==> src/rtl/adder_pkg.sv <==
// Shared constants and FSM encoding for the nibble-serial adder.
// The optional subtract mode is selected with SEQ_ADDER_SUBTRACT_EN.
package adder_pkg;

    localparam int SLICE_W = 4;

    typedef enum logic [1:0] {
        S_IDLE = 2'd0,
        S_RUN  = 2'd1,
        S_DONE = 2'd2
    } state_t;

    // Width of the slice index; a single-nibble build still needs one bit.
    function automatic int idx_width(input int n_slices);
        return (n_slices > 1) ? $clog2(n_slices) : 1;
    endfunction

endpackage

==> src/rtl/seq_adder_nibble_rca.sv <==
// RCA_4_bit: one SLICE_W-bit ripple-carry adder, the only arithmetic in the
// nibble-serial adder datapath.
module RCA_4_bit
    import adder_pkg::*;
(
    input  logic [SLICE_W-1:0] i_a,
    input  logic [SLICE_W-1:0] i_b,
    input  logic               i_c,
    output logic [SLICE_W-1:0] o_s,
    output logic               o_c
);

    logic [SLICE_W:0] w_carry;

    assign w_carry[0] = i_c;

    for (genvar g = 0; g < SLICE_W; g++) begin : g_fa
        logic w_p;
        assign w_p            = i_a[g] ^ i_b[g];
        assign o_s[g]         = w_p ^ w_carry[g];
        assign w_carry[g + 1] = (i_a[g] & i_b[g]) | (w_carry[g] & w_p);
    end

    assign o_c = w_carry[SLICE_W];

endmodule

==> src/rtl/seq_adder_nibble.sv <==
// Nibble-serial adder: one 4-bit slice per cycle, LSB first, fixed latency.
// Define SEQ_ADDER_SUBTRACT_EN to add the 'sub' port (a + ~b + 1).
module seq_adder_nibble
    import adder_pkg::*;
#(
    parameter  int N_NIBBLES = 4,
    localparam int W         = SLICE_W * N_NIBBLES
) (
    input  logic         clk,
    input  logic         rst,
    input  logic         start,
    input  logic [W-1:0] a,
    input  logic [W-1:0] b,
    input  logic         c_in,
`ifdef SEQ_ADDER_SUBTRACT_EN
    input  logic         sub,
`endif
    output logic         busy,
    output logic         done,
    output logic [W-1:0] sum,
    output logic         c_out,
    output state_t       o_dbg_state
);

    localparam int IDX_W = idx_width(N_NIBBLES);

    // Handshake: start is taken only in IDLE; done is a one-cycle pulse and
    // sum/c_out hold their value until the next accepted start.
    state_t             r_state;
    logic [W-1:0]       r_a;
    logic [W-1:0]       r_b;
    logic [W-1:0]       r_sum;
    logic [IDX_W-1:0]   r_idx;
    logic               r_carry;
    logic               r_busy;
    logic               r_done;
    logic               r_c_out;

    logic [W-1:0]       w_b_in;
    logic               w_c_in;
    logic [SLICE_W-1:0] w_a_slice;
    logic [SLICE_W-1:0] w_b_slice;
    logic [SLICE_W-1:0] w_s_slice;
    logic               w_c_slice;
    logic               w_last;

    // Subtraction is folded into the operand latch so the datapath only adds.
`ifdef SEQ_ADDER_SUBTRACT_EN
    assign w_b_in = sub ? ~b : b;
    assign w_c_in = sub ? 1'b1 : c_in;
`else
    assign w_b_in = b;
    assign w_c_in = c_in;
`endif

    always_comb begin
        w_a_slice = '0;
        w_b_slice = '0;
        for (int i = 0; i < N_NIBBLES; i++) begin
            if (r_idx == IDX_W'(i)) begin
                w_a_slice = r_a[SLICE_W*i +: SLICE_W];
                w_b_slice = r_b[SLICE_W*i +: SLICE_W];
            end
        end
    end

    assign w_last = (r_idx == IDX_W'(N_NIBBLES - 1));

    RCA_4_bit u_rca (
        .i_a (w_a_slice),
        .i_b (w_b_slice),
        .i_c (r_carry),
        .o_s (w_s_slice),
        .o_c (w_c_slice)
    );

    always_ff @(posedge clk) begin
        if (rst) begin
            r_state <= S_IDLE;
            r_a     <= '0;
            r_b     <= '0;
            r_sum   <= '0;
            r_idx   <= '0;
            r_carry <= 1'b0;
            r_busy  <= 1'b0;
            r_done  <= 1'b0;
            r_c_out <= 1'b0;
        end else begin
            case (r_state)
                S_IDLE: begin
                    if (start) begin
                        r_a     <= a;
                        r_b     <= w_b_in;
                        r_carry <= w_c_in;
                        r_sum   <= '0;
                        r_idx   <= '0;
                        r_busy  <= 1'b1;
                        r_state <= S_RUN;
                    end
                end
                S_RUN: begin
                    for (int i = 0; i < N_NIBBLES; i++) begin
                        if (r_idx == IDX_W'(i)) begin
                            r_sum[SLICE_W*i +: SLICE_W] <= w_s_slice;
                        end
                    end
                    r_carry <= w_c_slice;
                    if (w_last) begin
                        r_c_out <= w_c_slice;
                        r_idx   <= '0;
                        r_busy  <= 1'b0;
                        r_done  <= 1'b1;
                        r_state <= S_DONE;
                    end else begin
                        r_idx <= r_idx + IDX_W'(1);
                    end
                end
                S_DONE: begin
                    r_done  <= 1'b0;
                    r_state <= S_IDLE;
                end
                default: begin
                    r_busy  <= 1'b0;
                    r_done  <= 1'b0;
                    r_state <= S_IDLE;
                end
            endcase
        end
    end

    assign busy        = r_busy;
    assign done        = r_done;
    assign sum         = r_sum;
    assign c_out       = r_c_out;
    assign o_dbg_state = r_state;

endmodule

==> config.mk <==
export PLATFORM = sky130hd
export DESIGN_NAME = seq_adder_nibble
export DESIGN_NICKNAME = d
export VERILOG_FILES = /design/src/rtl/adder_pkg.sv /design/src/rtl/seq_adder_nibble_rca.sv /design/src/rtl/seq_adder_nibble.sv
export SDC_FILE = /design/constraint.sdc
export NUM_CORES = 1
export LEC_CHECK = 0
export BUFFER_PORTS_ARGS = -buffer_cell sky130_fd_sc_hd__buf_2
export CAP_MARGIN = 0
export CORE_MARGIN = 8
export CORE_UTILIZATION = 53
export DETAILED_ROUTE_END_ITERATION = 6
export PLACE_DENSITY = 0.79
export SYNTH_ARGS = -nofsm -noshare
export SYNTH_HDL_FRONTEND = slang
export SYNTH_SLANG_ARGS = --single-unit
==> constraint.sdc <==
create_clock -name clk -period 3.95 [get_ports clk]
set_clock_uncertainty 0.2 [all_clocks]
set_input_delay 0.395 -clock clk [delete_from_list [all_inputs] [get_ports clk]]
set_output_delay 0.395 -clock clk [all_outputs]
set_load 0.03 [all_outputs]
==> results.ini <==
[outcome]
run_status=finished, final reports clean

[global_routing]
antenna_found_initial=0
track_usage_pct=15.6
overflow=0
grt_pass1_vias=2061
grt_max_degree=61
grt_pass1_wl_mm=9.38

[drt]
wl_met3_um=352
wl_met1_mm=2.56
ant_nets=0
vias_per_cell=5.37
drt_iter0_markers=175
met2_length_mm=2.55
wl_mm=5.53
via_count=2149
remaining_drc_errors=0
routed.top_layer=met4
wl_per_cell_um=13.8
drtPass1Iterations=4

[setup_path]
r2r_cells=11
crit_path_start=r_idx[1]
worstPathRequired_ns=3.91
r2r_start=r_idx[1]
cp.arrival_ns=3.58
start_kind=flop
cp_max_fo=17
end_kind=flop
worstSetupPathType=reg -> reg

[clock_tree]
numCtsBuffers=5
htree_levels=2
cts_setup_buffers=0
root_buffer=clkbuf_8
cts_resized=0
cts_num_sinks=56
holdBufCountCts=0
clk-insertion-delay-late_ns=0.31
tritoncts=done
cts_buffer_depth=2
path_clk_slew_ns=0.10

[synthesis]
yosys_warnings=0
synth_fp_nets=346
synth_cell_types=26
synth-seq-cells=56
ys_seq_area_share_pct=45.9
syn_inst=302
netlist_area_sq_um=2440
syn_area_per_cell_sq_um=8.09

[die]
dieHeight_um=83.9
rows=24
initial_core_util_pct=55.4
dieArea_sq_um=7040
io_pins=57
core_area_sq_um=4410
fp.dieW_um=83.9

[layout]
drive_gt1_share_pct=19.8
nFillCells=417
seq_area_sq_um=1120
final_common_cell=nand2_1
area_growth_pct=15.4
final_cell_mix=78 x nand2_1, 56 x dfxtp_1, 56 x buf_2
final_nets=391
antennaDiodeCount=0
multi_input_area_sq_um=1110

[placed_design]
dpl.hpwl_mm=3.99
gp_congestion=0.853
numPortBuffers=56

[sta]
fin_setup_tns_ns=0
finalCriticalPeriod_ns=3.62
tightest_slew_ns=1.01
slew_headroom_pct=32.9
finalSetupViolCount=0
max_freq_ghz=0.277
grt_setup_unrepaired=no
fin_crit_sh_pct=91.6
slew_viol_final=0
final-hold-violation-count=0

[min_path]
hold_path.class=in -> reg
worstHoldStart=a[9]
whs_path_depth=3

[pwr]
powerDensity_nw_per_um2=403
p_comb_share_pct=13.8
switching_share_pct=26.2
p_leak_nw=1.15
internal_power_uw=838
finalPower_mw=1.14
p_sw_uw=298
clockPowerShare_pct=32.6
power_frac_seq_pct=53.6
max-vdd-ir-drop_mv=0.241

[run]
drv_cap=0

## synth_stat cells (all sizes together)
| cell type | count | area share (%) |
|---|---|---|
| nand2b | 7 | 1.8 |
| a211oi | 1 | 0.31 |
| nor2b | 1 | 0.26 |
| o32ai | 16 | 5.7 |
| nor3b | 1 | 0.51 |
| nand3b | 4 | 1.2 |
| a21oi | 54 | 11 |
| or3 | 1 | 0.26 |
| a22o | 8 | 2.9 |
| fa | 4 | 3.3 |
| nor3 | 1 | 0.20 |
| dfxtp | 56 | 46 |
| clkbuf | 10 | 1.6 |
| o21ai | 10 | 2.0 |
| nor2 | 3 | 0.46 |
| buf | 12 | 3.2 |
| a22oi | 1 | 0.31 |
| nand3 | 3 | 0.61 |
| ha | 4 | 2.0 |
| inv | 26 | 4.0 |
| nand2 | 78 | 12 |
| or3b | 1 | 0.36 |
## flip-flops by register name, summed over array words and instances (netlist names)
register / flops
o_dbg_state: 2
r_b: 16
r_a: 16
r_idx: 2
busy: 1
r_carry: 1
c_out: 1
done: 1
sum: 16
## area by class of cell
class | instances | area share (%)
clock buffer | 5 | 2.44
clock inverter | 3 | 1.51
inverter | 26 | 3.46
multi-input combinational | 198 | 39.5
sequential | 56 | 39.8
tap | 52 | 2.31
timing repair buffer | 60 | 11.0
## critical path, cell delays in order, from the launching register on
cell and delay (ns):
dfxtp_1 0.39, inv_1 0.08, ha_1 0.37, a21oi_1 0.20
o21ai_0 0.10, a22o_1 0.22, fa_1 0.42, fa_1 0.41
fa_1 0.40, fa_1 0.43, nand2b_1 0.16, o32ai_1 0.11
## cell families (layout without fill, tap and decap cells)
group	after synthesis	after routing	synth area share [%]
flip-flops	56	56	45.9
adder cells (fa/ha/maj)	8	8	5.33
AO/OA/AOI/OAI	90	90	22.3
AND/OR/NAND/NOR	100	100	17.7
buffers and inverters	48	94	8.81
## power groups by stage
stage	combinational [mW]	clock, mW	sequential [mW]
2_1_floorplan	0.107	0	0.625
3_3_place_gp	0.153	0	0.621
3_5_place_dp	0.157	0	0.622
4_1_cts	0.158	0.378	0.609
5_1_grt	0.178	0.398	0.613
6_report	0.157	0.370	0.609
## per-layer routing
metal | up-vias | track usage (%)
met5 | - | 0
met4 | 0 | 4.08
met3 | 9 | 5.76
met2 | 51 | 25.6
met1 | 992 | 18.7
li1 | 1097 | -
## through the flow
step / utilization, % / std cells / instance area, sq um / setup slack [ns] / hold WS (ns)
2_1_floorplan: - / 302 / 2440 / 0.511 / 0.236
3_3_place_gp: 61.3 / 392 / 2710 / 0.495 / 0.244
3_5_place_dp: 61.3 / 392 / 2710 / 0.381 / 0.248
4_1_cts: 63.9 / 400 / 2820 / 0.350 / 0.109
5_1_grt: 63.9 / 400 / 2820 / 0.0870 / 0.103
6_report: 63.9 / 400 / 2820 / 0.333 / 0.112
## final timing paths
kind                            endpoint  slack [ns]
worst max register to register    sum[3]        0.33
worst max-delay path              sum[3]        0.33
worst min register to register   r_b[14]        0.26
worst min-delay path              r_a[9]        0.11
Note: power is estimated with default switching activity, not from simulation.
